==> src/rtl/dw_pkg.sv <==
// Shared types and defaults for the depthwise-conv row-buffer sequencer.
package dw_pkg;
  typedef enum logic [1:0] {
    ST_IDLE   = 2'd0,
    ST_LOAD   = 2'd1,
    ST_STREAM = 2'd2
  } dw_state_e;

  localparam int DW_WIN_K      = 3;
  localparam int DW_MAX_WIDTH  = 320;
  localparam int DW_MAX_HEIGHT = 240;
endpackage

==> src/rtl/dw_rowbuf_ctrl_if.sv <==
// Scheduler <-> row-buffer controller bundle. DW_STRIDE2_EN adds cfg_stride2.
interface dw_rowbuf_ctrl_if #(
  parameter int W_W = 9,
  parameter int H_W = 8
);
  logic           cfg_start;
  logic [W_W-1:0] cfg_width;
  logic [H_W-1:0] cfg_height;
`ifdef DW_STRIDE2_EN
  logic           cfg_stride2;
`endif
  logic           cfg_err;
  logic           pix_valid;
  logic           pix_ready;
  logic [W_W-1:0] rb_len;
  logic           rb_len_rst;
  logic           win_valid;
  logic [H_W-1:0] win_row;
  logic [W_W-1:0] win_col;
  logic           busy;
  logic           frame_done;

  modport master (
    output cfg_start, cfg_width, cfg_height, pix_valid,
`ifdef DW_STRIDE2_EN
    output cfg_stride2,
`endif
    input  cfg_err, pix_ready, rb_len, rb_len_rst, win_valid, win_row, win_col,
    input  busy, frame_done
  );

  modport slave (
    input  cfg_start, cfg_width, cfg_height, pix_valid,
`ifdef DW_STRIDE2_EN
    input  cfg_stride2,
`endif
    output cfg_err, pix_ready, rb_len, rb_len_rst, win_valid, win_row, win_col,
    output busy, frame_done
  );
endinterface

==> src/rtl/dw_pos_cnt.sv <==
// Row/column position counter; wraps at the latched frame size, flags the last pixel.
module dw_pos_cnt #(
  parameter int W_W = 9,
  parameter int H_W = 8
) (
  input  logic           clk,
  input  logic           rst,
  input  logic           clr,
  input  logic           en,
  input  logic [W_W-1:0] width,
  input  logic [H_W-1:0] height,
  output logic [H_W-1:0] row,
  output logic [W_W-1:0] col,
  output logic           last
);
  logic [H_W-1:0] row_q, row_d;
  logic [W_W-1:0] col_q, col_d;
  logic           col_end, row_end;

  assign col_end = (col_q == width - W_W'(1));
  assign row_end = (row_q == height - H_W'(1));
  assign last    = col_end && row_end;
  assign row     = row_q;
  assign col     = col_q;

  always_comb begin
    row_d = row_q;
    col_d = col_q;
    if (clr) begin
      row_d = '0;
      col_d = '0;
    end else if (en) begin
      if (col_end) begin
        col_d = '0;
        row_d = row_end ? '0 : row_q + H_W'(1);
      end else begin
        col_d = col_q + W_W'(1);
      end
    end
  end

  always_ff @(posedge clk) begin
    if (rst) begin
      row_q <= '0;
      col_q <= '0;
    end else begin
      row_q <= row_d;
      col_q <= col_d;
    end
  end
endmodule

==> src/rtl/dw_rowbuf_ctrl.sv <==
// DW row-buffer sequencer: config check, row-buffer length load, pixel gating, 3x3 window flags.
// Optional DW_STRIDE2_EN restricts windows to even row/column positions when cfg_stride2=1.
module dw_rowbuf_ctrl
  import dw_pkg::*;
#(
  parameter int MAX_WIDTH  = DW_MAX_WIDTH,
  parameter int MAX_HEIGHT = DW_MAX_HEIGHT,
  parameter int W_W        = $clog2(MAX_WIDTH + 1),
  parameter int H_W        = $clog2(MAX_HEIGHT + 1)
) (
  input logic             clk,
  input logic             rst,
  dw_rowbuf_ctrl_if.slave bus
);
  localparam logic [W_W-1:0] W_MIN = W_W'(DW_WIN_K);
  localparam logic [H_W-1:0] H_MIN = H_W'(DW_WIN_K);
  localparam logic [W_W-1:0] W_MAX = W_W'(MAX_WIDTH);
  localparam logic [H_W-1:0] H_MAX = H_W'(MAX_HEIGHT);

  dw_state_e      state_q, state_d;
  logic [W_W-1:0] width_q, width_d, rb_len_q, rb_len_d, win_col_q, win_col_d;
  logic [H_W-1:0] height_q, height_d, win_row_q, win_row_d;
  logic           rb_len_rst_q, rb_len_rst_d, pix_ready_q, pix_ready_d;
  logic           win_valid_q, win_valid_d, busy_q, busy_d;
  logic           frame_done_q, frame_done_d, cfg_err_q, cfg_err_d;
  logic [H_W-1:0] cnt_row;
  logic [W_W-1:0] cnt_col;
  logic           cnt_last, cnt_clr, accept, cfg_ok, win_hit;
`ifdef DW_STRIDE2_EN
  logic           stride2_q, stride2_d;
`endif

  assign accept = pix_ready_q && bus.pix_valid;
  assign cfg_ok = (bus.cfg_width >= W_MIN) && (bus.cfg_width <= W_MAX) &&
                  (bus.cfg_height >= H_MIN) && (bus.cfg_height <= H_MAX);

  // Top-left K-1 rows/cols are edge fill; the window is complete from (K-1,K-1) on.
`ifdef DW_STRIDE2_EN
  assign win_hit = (cnt_row >= H_W'(DW_WIN_K - 1)) && (cnt_col >= W_W'(DW_WIN_K - 1)) &&
                   (!stride2_q || (!cnt_row[0] && !cnt_col[0]));
`else
  assign win_hit = (cnt_row >= H_W'(DW_WIN_K - 1)) && (cnt_col >= W_W'(DW_WIN_K - 1));
`endif

  dw_pos_cnt #(.W_W(W_W), .H_W(H_W)) u_pos (
    .clk    (clk),
    .rst    (rst),
    .clr    (cnt_clr),
    .en     (accept),
    .width  (width_q),
    .height (height_q),
    .row    (cnt_row),
    .col    (cnt_col),
    .last   (cnt_last)
  );

  always_comb begin
    state_d      = state_q;
    width_d      = width_q;
    height_d     = height_q;
    rb_len_d     = rb_len_q;
    rb_len_rst_d = 1'b0;
    pix_ready_d  = pix_ready_q;
    win_valid_d  = 1'b0;
    win_row_d    = win_row_q;
    win_col_d    = win_col_q;
    busy_d       = busy_q;
    frame_done_d = 1'b0;
    cfg_err_d    = 1'b0;
    cnt_clr      = 1'b0;
`ifdef DW_STRIDE2_EN
    stride2_d    = stride2_q;
`endif
    case (state_q)
      ST_IDLE: if (bus.cfg_start) begin
        if (cfg_ok) begin
          state_d      = ST_LOAD;
          width_d      = bus.cfg_width;
          height_d     = bus.cfg_height;
          rb_len_d     = bus.cfg_width - W_W'(DW_WIN_K - 1);
          rb_len_rst_d = 1'b1;
          busy_d       = 1'b1;
          cnt_clr      = 1'b1;
`ifdef DW_STRIDE2_EN
          stride2_d    = bus.cfg_stride2;
`endif
        end else begin
          cfg_err_d = 1'b1;
        end
      end
      ST_LOAD: begin
        state_d     = ST_STREAM;
        pix_ready_d = 1'b1;
      end
      ST_STREAM: if (accept) begin
        if (win_hit) begin
          win_valid_d = 1'b1;
          win_row_d   = cnt_row;
          win_col_d   = cnt_col;
        end
        if (cnt_last) begin
          state_d      = ST_IDLE;
          pix_ready_d  = 1'b0;
          busy_d       = 1'b0;
          frame_done_d = 1'b1;
        end
      end
      default: state_d = ST_IDLE;
    endcase
  end

  always_ff @(posedge clk) begin
    if (rst) begin
      state_q      <= ST_IDLE;
      width_q      <= '0;
      height_q     <= '0;
      rb_len_q     <= W_W'(MAX_WIDTH - (DW_WIN_K - 1));
      rb_len_rst_q <= 1'b0;
      pix_ready_q  <= 1'b0;
      win_valid_q  <= 1'b0;
      win_row_q    <= '0;
      win_col_q    <= '0;
      busy_q       <= 1'b0;
      frame_done_q <= 1'b0;
      cfg_err_q    <= 1'b0;
`ifdef DW_STRIDE2_EN
      stride2_q    <= 1'b0;
`endif
    end else begin
      state_q      <= state_d;
      width_q      <= width_d;
      height_q     <= height_d;
      rb_len_q     <= rb_len_d;
      rb_len_rst_q <= rb_len_rst_d;
      pix_ready_q  <= pix_ready_d;
      win_valid_q  <= win_valid_d;
      win_row_q    <= win_row_d;
      win_col_q    <= win_col_d;
      busy_q       <= busy_d;
      frame_done_q <= frame_done_d;
      cfg_err_q    <= cfg_err_d;
`ifdef DW_STRIDE2_EN
      stride2_q    <= stride2_d;
`endif
    end
  end

  assign bus.cfg_err    = cfg_err_q;
  assign bus.pix_ready  = pix_ready_q;
  assign bus.rb_len     = rb_len_q;
  assign bus.rb_len_rst = rb_len_rst_q;
  assign bus.win_valid  = win_valid_q;
  assign bus.win_row    = win_row_q;
  assign bus.win_col    = win_col_q;
  assign bus.busy       = busy_q;
  assign bus.frame_done = frame_done_q;
endmodule

==> src/flat_wrapper.sv <==
// flat-port wrapper written by rule: the top's interface ports become plain ports
module dw_rowbuf_ctrl_flat import dw_pkg::*;
#(
  parameter int MAX_WIDTH  = DW_MAX_WIDTH,
  parameter int MAX_HEIGHT = DW_MAX_HEIGHT,
  parameter int W_W        = $clog2(MAX_WIDTH + 1),
  parameter int H_W        = $clog2(MAX_HEIGHT + 1)
)
  (clk, rst, bus_cfg_start, bus_cfg_width, bus_cfg_height, bus_pix_valid, bus_cfg_err, bus_pix_ready, bus_rb_len, bus_rb_len_rst, bus_win_valid, bus_win_row, bus_win_col, bus_busy, bus_frame_done);
  dw_rowbuf_ctrl_if #(.W_W(W_W), .H_W(H_W)) bus_i ();
  input logic clk;
  input logic rst;
  input wire logic [$bits(bus_i.cfg_start)-1:0] bus_cfg_start;
  input wire logic [$bits(bus_i.cfg_width)-1:0] bus_cfg_width;
  input wire logic [$bits(bus_i.cfg_height)-1:0] bus_cfg_height;
  input wire logic [$bits(bus_i.pix_valid)-1:0] bus_pix_valid;
  output wire logic [$bits(bus_i.cfg_err)-1:0] bus_cfg_err;
  output wire logic [$bits(bus_i.pix_ready)-1:0] bus_pix_ready;
  output wire logic [$bits(bus_i.rb_len)-1:0] bus_rb_len;
  output wire logic [$bits(bus_i.rb_len_rst)-1:0] bus_rb_len_rst;
  output wire logic [$bits(bus_i.win_valid)-1:0] bus_win_valid;
  output wire logic [$bits(bus_i.win_row)-1:0] bus_win_row;
  output wire logic [$bits(bus_i.win_col)-1:0] bus_win_col;
  output wire logic [$bits(bus_i.busy)-1:0] bus_busy;
  output wire logic [$bits(bus_i.frame_done)-1:0] bus_frame_done;
  assign bus_i.cfg_start = bus_cfg_start;
  assign bus_i.cfg_width = bus_cfg_width;
  assign bus_i.cfg_height = bus_cfg_height;
  assign bus_i.pix_valid = bus_pix_valid;
  assign bus_cfg_err = bus_i.cfg_err;
  assign bus_pix_ready = bus_i.pix_ready;
  assign bus_rb_len = bus_i.rb_len;
  assign bus_rb_len_rst = bus_i.rb_len_rst;
  assign bus_win_valid = bus_i.win_valid;
  assign bus_win_row = bus_i.win_row;
  assign bus_win_col = bus_i.win_col;
  assign bus_busy = bus_i.busy;
  assign bus_frame_done = bus_i.frame_done;
  dw_rowbuf_ctrl #(.MAX_WIDTH(MAX_WIDTH), .MAX_HEIGHT(MAX_HEIGHT), .W_W(W_W), .H_W(H_W)) u_core (.clk(clk), .rst(rst), .bus(bus_i));
endmodule
==> config.mk <==
export PLATFORM = sky130hd
export DESIGN_NAME = dw_rowbuf_ctrl_flat
export DESIGN_NICKNAME = d
export VERILOG_FILES = /design/src/rtl/dw_pkg.sv /design/src/rtl/dw_rowbuf_ctrl_if.sv /design/src/rtl/dw_pos_cnt.sv /design/src/rtl/dw_rowbuf_ctrl.sv /design/src/flat_wrapper.sv
export SDC_FILE = /design/constraint.sdc
export NUM_CORES = 1
export LEC_CHECK = 0
export ABC_AREA = 0
export CAP_MARGIN = 20
export CORE_ASPECT_RATIO = 0.6
export CORE_MARGIN = 2
export CORE_UTILIZATION = 50
export DETAILED_ROUTE_END_ITERATION = 10
export GPL_TIMING_DRIVEN = 0
export HOLD_SLACK_MARGIN = 0.12
export PLACE_DENSITY = 0.86
export SETUP_SLACK_MARGIN = 0.4
export SLEW_MARGIN = 10
export SYNTH_ARGS = -nofsm -noshare
export SYNTH_HDL_FRONTEND = slang
export SYNTH_SLANG_ARGS = --single-unit
export TNS_END_PERCENT = 5
==> constraint.sdc <==
create_clock -name clk -period 3.3 [get_ports clk]
set_input_delay 0.66 -clock clk [delete_from_list [all_inputs] [get_ports clk]]
set_output_delay 0.66 -clock clk [all_outputs]
set_load 0.1 [all_outputs]
* Word-level counts from Yosys, hierarchy flattened *
Cells that the tools add are included.

word-level totals
  bits in registers = 68
  latch bits = 0
  bits in writable memories = 0
  bits in read-only memories = 0
  input port bits = 21
  output and inout bits = 32
  word-level logic and storage cells = 74
  memories kept = 0

operators by class
  $add $sub $neg = 5
  multiply operators = 0
  div/mod/pow operators = 0
  $lt $le $gt $ge = 6
  equal/unequal tests = 8
  shifts and indexed selects = 0
  muxes and demuxes = 19
  bitwise logic cells = 4
  reductions and logical operators = 18

operators by type and width
  kind                 count
  $ge 9x2->1 const B   2
  $ge 8x2->1 const B   2
  $mux 1               10
  $add 9x1->9 const B  1
  $eq 9x9->1           1
  $le 9x9->1 const B   1
  $mux 9               1
  $reduce_and 3->1     3
  $sub 9x1->9 const B  1
  $sub 9x2->9 const B  1
  $add 8x1->8 const B  1
  $eq 8x8->1           1
  $le 8x8->1 const B   1
  $mux 2               4
  $mux 8               1
  $sub 8x1->8 const B  1
  $logic_and 1x1->1    6
  $ne 2x1->1 const B   3
  $pmux 2 s3           1
  $reduce_or 3->1      2
  $reduce_and 5->1     1
  $not 1->1            4
  $pmux 1 s2           2
  $reduce_and 4->1     1
  7 further kinds      8

* Logic depth before layout (Yosys ltp) *
Gate-level depths: netlist of the first run.

  depth after elaboration = 8
  depth in mapped cells = 10
  mapped depth without buffers = 9

* Hierarchy *
A second synthesis of the first run with hierarchy kept.

second synthesis, totals
  cells, all modules = 412
  area, all modules = 3,509.6 um2

by module, submodules not included
  module          instances  cells each  area an instance (um2)  seq. area each (um2)
  dw_rowbuf_ctrl  1          234         2,090.8                 1,001.0
  dw_pos_cnt      1          178         1,418.9                 340.3

* Worst setup path after synthesis of the first run *
No wires, ideal clock.

  kind = reg-to-reg
  from = register u_core.width_q[0]
  to = register u_core.u_pos.row_q[5], in the netlist u_core.u_pos.row[5]
  setup time = 0.070 ns
  arrival = 2.424 ns
  required time = 3.230 ns
  path slack = 0.806 ns
  cell stages (with the launch flop) = 11
  buffers on the path = 1
  period minus slack after synthesis = 2.494 ns
  cell sequence = dfxtp_1 buf_6 inv_1 ha_1 nor3b_2 nand3_1 a2111oi_4 o2111a_1 nand3_1 or4_1 a21oi_1

on the way
  longest elaborated chain between the ends = 3

ends and longest elaborated chain
  item                        RTL line               text
  from (decl)                 dw_rowbuf_ctrl.sv:21   logic [W_W-1:0] width_q, width_d, rb_len_q, rb_len_d, win_col_q, win_col_d;
  from (signal assigned)      dw_rowbuf_ctrl.sv:131  width_q <= width_d;
  $sub 9x1->9                 dw_pos_cnt.sv:20       assign col_end = (col_q == width - W_W'(1));
  $eq 9x9->1                  dw_pos_cnt.sv:20
  $reduce_and 2->1 (no line)  n/a
  to (signal assigned)        dw_pos_cnt.sv:47       row_q <= row_d;
  to (decl)                   dw_pos_cnt.sv:16       logic [H_W-1:0] row_q, row_d;

Every way passes these cells.
A chain may end at the register's enable or synchronous reset.

* Worst setup path in the final report of the first run *
Ends and elaborated chain as after synthesis.

==> results.sh, run 1 <==
export IMPL_remaining_drc_errors=0
export IMPL_synth_fa_ha_area_frac=0.0283
export IMPL_syn_instance_count=401
export IMPL_fin_skew_ns=0.00637
export IMPL_n_antenna_cell=0
export IMPL_start_kind="register"
export IMPL_track_usage=0.231
export IMPL_io_buffers=51
export IMPL_num_rows=23
export IMPL_finalHoldViolCount=0
export IMPL_fp_dieH_um=69.2
export IMPL_grt_max_degree=12
export IMPL_root_buffer="clkbuf_16"
export IMPL_status="complete, no violations"
export IMPL_avgSynthCellArea_um2=8.83
export IMPL_holdWs_ns=0.459
export IMPL_syn_nets=430
export IMPL_tightest_slew_ns=0.989
export IMPL_worstReg2RegStart="u_core.width_q[0]"
export IMPL_die_w_um=113
export IMPL_cp_required_ns=3.56
export IMPL_coreArea_mm2=0.00676
export IMPL_cp_max_fo=7
export IMPL_fin_tns_setup_ns=0
export IMPL_start_util=0.523
export IMPL_synth_xor_area_frac=0.0817
export IMPL_drtIter0Drc=259
export IMPL_p_leak_nw=1.89
export IMPL_synthSimpleGateAreaFrac=0.223
export IMPL_min_delay_start="u_core.bus.rb_len[3]"
export IMPL_fin_cells=555
export IMPL_dpl_cell_count=539
export IMPL_fin_crit_sh=0.865
export IMPL_slew_headroom=0.338
export IMPL_grt_pass1_wl_um=14400
export IMPL_vias=3163
export IMPL_cts_max_path_buffers=2
export IMPL_dpl_hpwl_um=6410
export IMPL_syn_to_final_growth_pct=26.4
export IMPL_synth_compound_gate_area_share=0.119
export IMPL_clock_sinks=67
export IMPL_rsz0062_at_grt="true"
export IMPL_cts_tree="built"
export IMPL_hp_class="register to register"
export IMPL_finalSetupViolCount=0
export IMPL_synth_mux_area_fraction=0.0990
export IMPL_syn_area_mm2=0.00354
export IMPL_via_per_inst=5.70
export IMPL_synth_edf_count=0
export IMPL_period_needed_ns=2.85
export IMPL_layout_nets=492
export IMPL_reg2reg_depth=10
export IMPL_yosysWarnings=0
export IMPL_ant_nets=0
export IMPL_mostFrequentLayoutCells="67 x dfxtp_1, 66 x nor2_1, 51 x clkdlybuf4s50_1"
export IMPL_firstDrtPassIters=6
export IMPL_htree_levels=3
export IMPL_antenna_found_initial=0
export IMPL_post_cts_buffers=0
export IMPL_grt_pass1_vias=3013
export IMPL_wl_per_cell_um=16.0
export IMPL_cap_violations=0
export IMPL_seq_area_mm2=0.00134
export IMPL_power_density_mw_per_mm2=490
export IMPL_routed_wl_um=8870
export IMPL_layout_drive_gt1_share=0.0855
export IMPL_grt_ovfl_total=0
export IMPL_synth_top_flop_cell="dfxtp_1"
export IMPL_slew_violations=0
export IMPL_synth_seq_cells=67
export IMPL_synthArstFlopShare=0
export IMPL_post_dp_cell_area_mm2=0.00416
export IMPL_endpoint_kind="register"
export IMPL_cts_buffers=9
export IMPL_fillers=525
export IMPL_ios=53
export IMPL_gp_congestion=0.818
export IMPL_ys_types=62
export IMPL_multi_input_area_mm2=0.00197
export IMPL_final_area_mm2=0.00447
export IMPL_synth_top_family_by_area="simple AND/OR/NAND/NOR gates"
export IMPL_arrival_ns=3.11
export IMPL_ys_seq_area_frac=0.379
export IMPL_fmax_ghz=0.350
export IMPL_clkTransAtPathRegs_ns=0.05
export IMPL_postCtsHoldBufs=0
export IMPL_final_common_cell="dfxtp_1"
export IMPL_holdPathStages=1
export IMPL_clock_latency_ns=0.33
export IMPL_startpoint="u_core.width_q[0]"
export IMPL_dieArea_mm2=0.00779
export IMPL_peakVddDrop_mv=0.252
export IMPL_path_class="register to register"
-- cells in the mapped netlist (all sizes together) (3+ instances only) --
cell | number | area [um^2]
nor3 | 16 | 96.4
nand3b | 4 | 30.0
and3 | 5 | 32.5
nand4 | 5 | 31.3
a2bb2oi | 3 | 26.3
or4 | 4 | 30.0
nand3 | 17 | 85.1
clkbuf | 15 | 66.3
ha | 8 | 100
a21oi | 17 | 85.1
mux2i | 35 | 350
dfxtp | 67 | 1340
xnor2 | 16 | 140
a211oi | 3 | 22.5
o21ai | 6 | 30.0
nor4 | 9 | 62.6
buf | 11 | 81.3
nand2 | 20 | 77.6
inv | 15 | 56.3
a211o | 6 | 53.8
nor2 | 66 | 248
a31oi | 4 | 25.0
xor2 | 17 | 149
-- logic make-up (layout without fill, tap and decap cells) --
logic type / Yosys count / in the layout
AO/OA/AOI/OAI: 57 / 57
XOR/XNOR: 33 / 33
adder cells (fa/ha/maj): 8 / 8
buffers and inverters: 43 / 110
flip-flops: 67 / 67
multiplexers: 35 / 35
AND/OR/NAND/NOR: 158 / 158
-- layer usage --
metal  share of wire  global-route usage
met1            0.43               0.290
met2            0.49               0.379
met3           0.072              0.0795
met4           0.012              0.0678
met5               0                   0
-- state kept, by name (all words and copies together), names as in the netlist --
signal and count:
u_core.bus.win_col 9, u_core.u_pos.col 9, u_core.width_q 9, u_core.bus.rb_len 8
u_core.bus.win_row 8, u_core.height_q 8, u_core.u_pos.row 8, u_core.state_q 2
u_core.bus.busy 1, u_core.bus.cfg_err 1, u_core.bus.frame_done 1, u_core.bus.pix_ready 1
u_core.bus.rb_len_rst 1, u_core.bus.win_valid 1
-- area by class of cell --
| cell class | instances | area share |
|---|---|---|
| tap | 87 | 0.0243 |
| timing repair buffer | 51 | 0.114 |
| buffer | 28 | 0.0431 |
| sequential | 67 | 0.300 |
| inverter | 15 | 0.0126 |
| clock inverter | 4 | 0.0112 |
| clock buffer | 12 | 0.0551 |
| multi-input combinational | 291 | 0.440 |
-- worst max-delay path: stages, from the launching register on --
cell       delay [ns]
dfxtp_1          0.31
buf_6            0.13
inv_1            0.05
ha_1             0.27
nor3b_2          0.26
nand3_1          0.15
a2111oi_4        0.43
o2111a_1         0.29
nand3_2          0.18
or4_1            0.53
a21oi_1          0.17
-- report_power, final --
group | internal, mW | switching (mW)
Clock | 0.604 | 0.347
Combinational | 0.138 | 0.242
Sequential | 0.836 | 0.0240
Total | 1.58 | 0.613
-- path summary, 6_finish.rpt --
| kind | slack, ns | end |
|---|---|---|
| worst min-delay path | 0.46 | u_core.bus.rb_len[3] |
| worst min register to register | 0.46 | u_core.bus.rb_len[3] |
| worst max register to register | 0.45 | u_core.u_pos.row[5] |
| worst max-delay path | 0.45 | u_core.u_pos.row[5] |
-- timing repair --
| action | 4_1_cts | 5_1_grt |
|---|---|---|
| gates cloned | 0 | 0 |
| gates resized for setup | 1 | 5 |
| setup endpoints to repair | 22 | 36 |
-- metrics by stage --
stage	util	total power [mW]	worst slack, ns
2_1_floorplan	-	1.15	0.806
3_3_place_gp	0.615	1.23	0.0397
3_5_place_dp	0.615	1.25	-0.0206
4_1_cts	0.659	2.19	0.333
5_1_grt	0.662	2.26	0.306
6_report	0.662	2.19	0.446
No activity file was read; power rests on OpenSTA's default activity.
==> run 2: changes to the inputs <==
Settings changed: CORE_UTILIZATION 50 to 25, PLACE_DENSITY 0.86 to 0.54.
==> run 2 against run 1 <==
  * Total power is 2.9% lower
  * Largest power group unchanged
  * Sequential share of layout area is 1.0 points lower
  * Clock skew hardly changed
  * Via count is 3.9% lower
  * Final area is 3.6% higher
==> results.sh, run 2 (same netlist as run 1, synthesis figures left out) <==
export IMPL_status="complete, no violations"
export IMPL_cts_buffers=9
export IMPL_fin_crit_sh=0.842
export IMPL_root_buffer="clkbuf_16"
export IMPL_cp_max_fo=7
export IMPL_cp_required_ns=3.57
export IMPL_rrSetupSlack_ns=0.52
export IMPL_clock_latency_ns=0.33
export IMPL_power_density_mw_per_mm2=459
export IMPL_via_per_inst=4.59
export IMPL_peakVddDrop_mv=0.232
export IMPL_cpPeakStageDelay_ns=0.51
export IMPL_crit_chain="buf_6 -> inv_1 -> ha_2 -> nor3b_4 -> a21o_2 -> a2111oi_4 -> buf_4 -> and3_2 -> nand2_4 -> or4_1 -> a21oi_1"
export IMPL_antenna_found_initial=0
export IMPL_gp_congestion=0.830
export IMPL_dpl_hpwl_um=7010
export IMPL_mostFrequentLayoutCells="67 x dfxtp_1, 66 x nor2_1, 51 x clkdlybuf4s50_1"
export IMPL_cts_tree="built"
export IMPL_n_antenna_cell=0
export IMPL_reg2reg_to="u_core.u_pos.row[6]"
export IMPL_track_usage=0.131
export IMPL_min_delay_start="u_core.bus.rb_len[4]"
export IMPL_cts_max_path_buffers=2
export IMPL_slew_headroom=0.341
export IMPL_routed_wl_um=9140
export IMPL_slew_violations=0
export IMPL_dpl_cell_count=644
export IMPL_holdPathStages=1
export IMPL_ant_nets=0
export IMPL_syn_to_final_growth_pct=30.9
export IMPL_io_buffers=51
export IMPL_postCtsHoldBufs=0
export IMPL_grt_max_degree=11
export IMPL_period_needed_ns=2.78
export IMPL_coreArea_mm2=0.0137
export IMPL_remaining_drc_errors=0
export IMPL_final_common_cell="dfxtp_1"
export IMPL_holdWs_ns=0.463
export IMPL_layout_nets=494
export IMPL_fmax_ghz=0.360
export IMPL_worstPathBufferInverterCount=3
export IMPL_rsz0062_at_grt="true"
export IMPL_grt_ovfl_total=0
export IMPL_fin_skew_ns=0.00643
export IMPL_reg2reg_depth=11
export IMPL_clkTransAtPathRegs_ns=0.06
export IMPL_path_class="register to register"
export IMPL_drtIter0Drc=186
export IMPL_grt_pass1_wl_um=15300
export IMPL_cap_violations=0
export IMPL_min_to="u_core.bus.rb_len[4]"
export IMPL_finalSetupViolCount=0
export IMPL_crit_slowest_cell="or4_1"
export IMPL_p_leak_nw=1.91
export IMPL_fp_dieH_um=96.2
export IMPL_grt_pass1_vias=2941
export IMPL_num_rows=33
export IMPL_fin_tns_setup_ns=0
export IMPL_start_util=0.257
export IMPL_htree_levels=3
export IMPL_clock_sinks=67
export IMPL_dieArea_mm2=0.0152
export IMPL_start_kind="register"
export IMPL_firstDrtPassIters=4
export IMPL_arrival_ns=3.04
export IMPL_cp_top_family="simple AND/OR/NAND/NOR gates"
export IMPL_vias=3039
export IMPL_hp_class="register to register"
export IMPL_endpoint_kind="register"
export IMPL_cp_depth=11
export IMPL_worstReg2RegStart="u_core.width_q[0]"
export IMPL_finalHoldViolCount=0
export IMPL_layout_drive_gt1_share=0.0979
export IMPL_fin_cells=662
export IMPL_die_w_um=158
export IMPL_tightest_slew_ns=0.986
export IMPL_ios=53
export IMPL_wl_per_cell_um=13.8
-- run 2: per-stage QoR --
stage          total power [mW]  area [um^2]  utilization  setup WS (ns)
2_1_floorplan              1.15         3540            -          0.806
6_report                   2.13         4630        0.337          0.523
3_5_place_dp               1.25         4290        0.312         -0.145
3_3_place_gp               1.24         4290        0.312         -0.149
4_1_cts                    2.15         4580        0.333          0.356
5_1_grt                    2.23         4630        0.337          0.357
-- run 2: worst register-to-register path, stage by stage (launching register included) --
cell,delay (ns)
dfxtp_1,0.34
buf_6,0.14
inv_1,0.05
ha_2,0.22
nor3b_4,0.17
a21o_2,0.23
a2111oi_4,0.44
buf_4,0.18
and3_2,0.21
nand2_4,0.09
or4_1,0.51
a21oi_1,0.14
-- run 2: per-layer routing --
| layer | GRT usage | wire (um) | part of all wire |
|---|---|---|---|
| met5 | 0 | 0 | 0 |
| met4 | 0.0318 | 21 | 0.0023 |
| met3 | 0.0396 | 365 | 0.040 |
| met2 | 0.199 | 4040 | 0.44 |
| met1 | 0.181 | 4710 | 0.52 |
-- run 2: worst max-delay path by stage --
stage / slack, ns / endpoint / startpoint
final: 0.52 / u_core.u_pos.row[6] / u_core.width_q[0]
after global routing: 0.36 / u_core.u_pos.row[6] / u_core.width_q[0]
after floorplan: 0.81 / u_core.u_pos.row[5] / u_core.width_q[0]
after CTS: 0.36 / u_core.u_pos.row[5] / u_core.width_q[0]
after global placement: -0.15 / u_core.width_q[0] / bus_cfg_width[3]
after detailed placement: -0.15 / u_core.width_q[0] / bus_cfg_width[3]
-- run 2: area by class of cell --
class	count	area (um^2)
plain buffers	28	193
well taps	192	240
clock inverters	2	10.0
flip-flops and latches	67	1340
clock buffers	14	264
inverters	15	56.3
fillers	1447	9120
repair buffers	53	526
multi-input cells	291	2000
-- run 2: power by group --
part	total, mW	switching, mW	internal [mW]
Sequential	0.861	0.0244	0.836
Combinational	0.382	0.242	0.141
Clock	0.884	0.337	0.547
-- run 2: timing repair --
item,4_1_cts,5_1_grt
cloned,0,0
buffers inserted,0,2
gates resized for setup,4,9
pin swaps,0,4
hold endpoints to repair,0,0
setup endpoints to repair,27,41
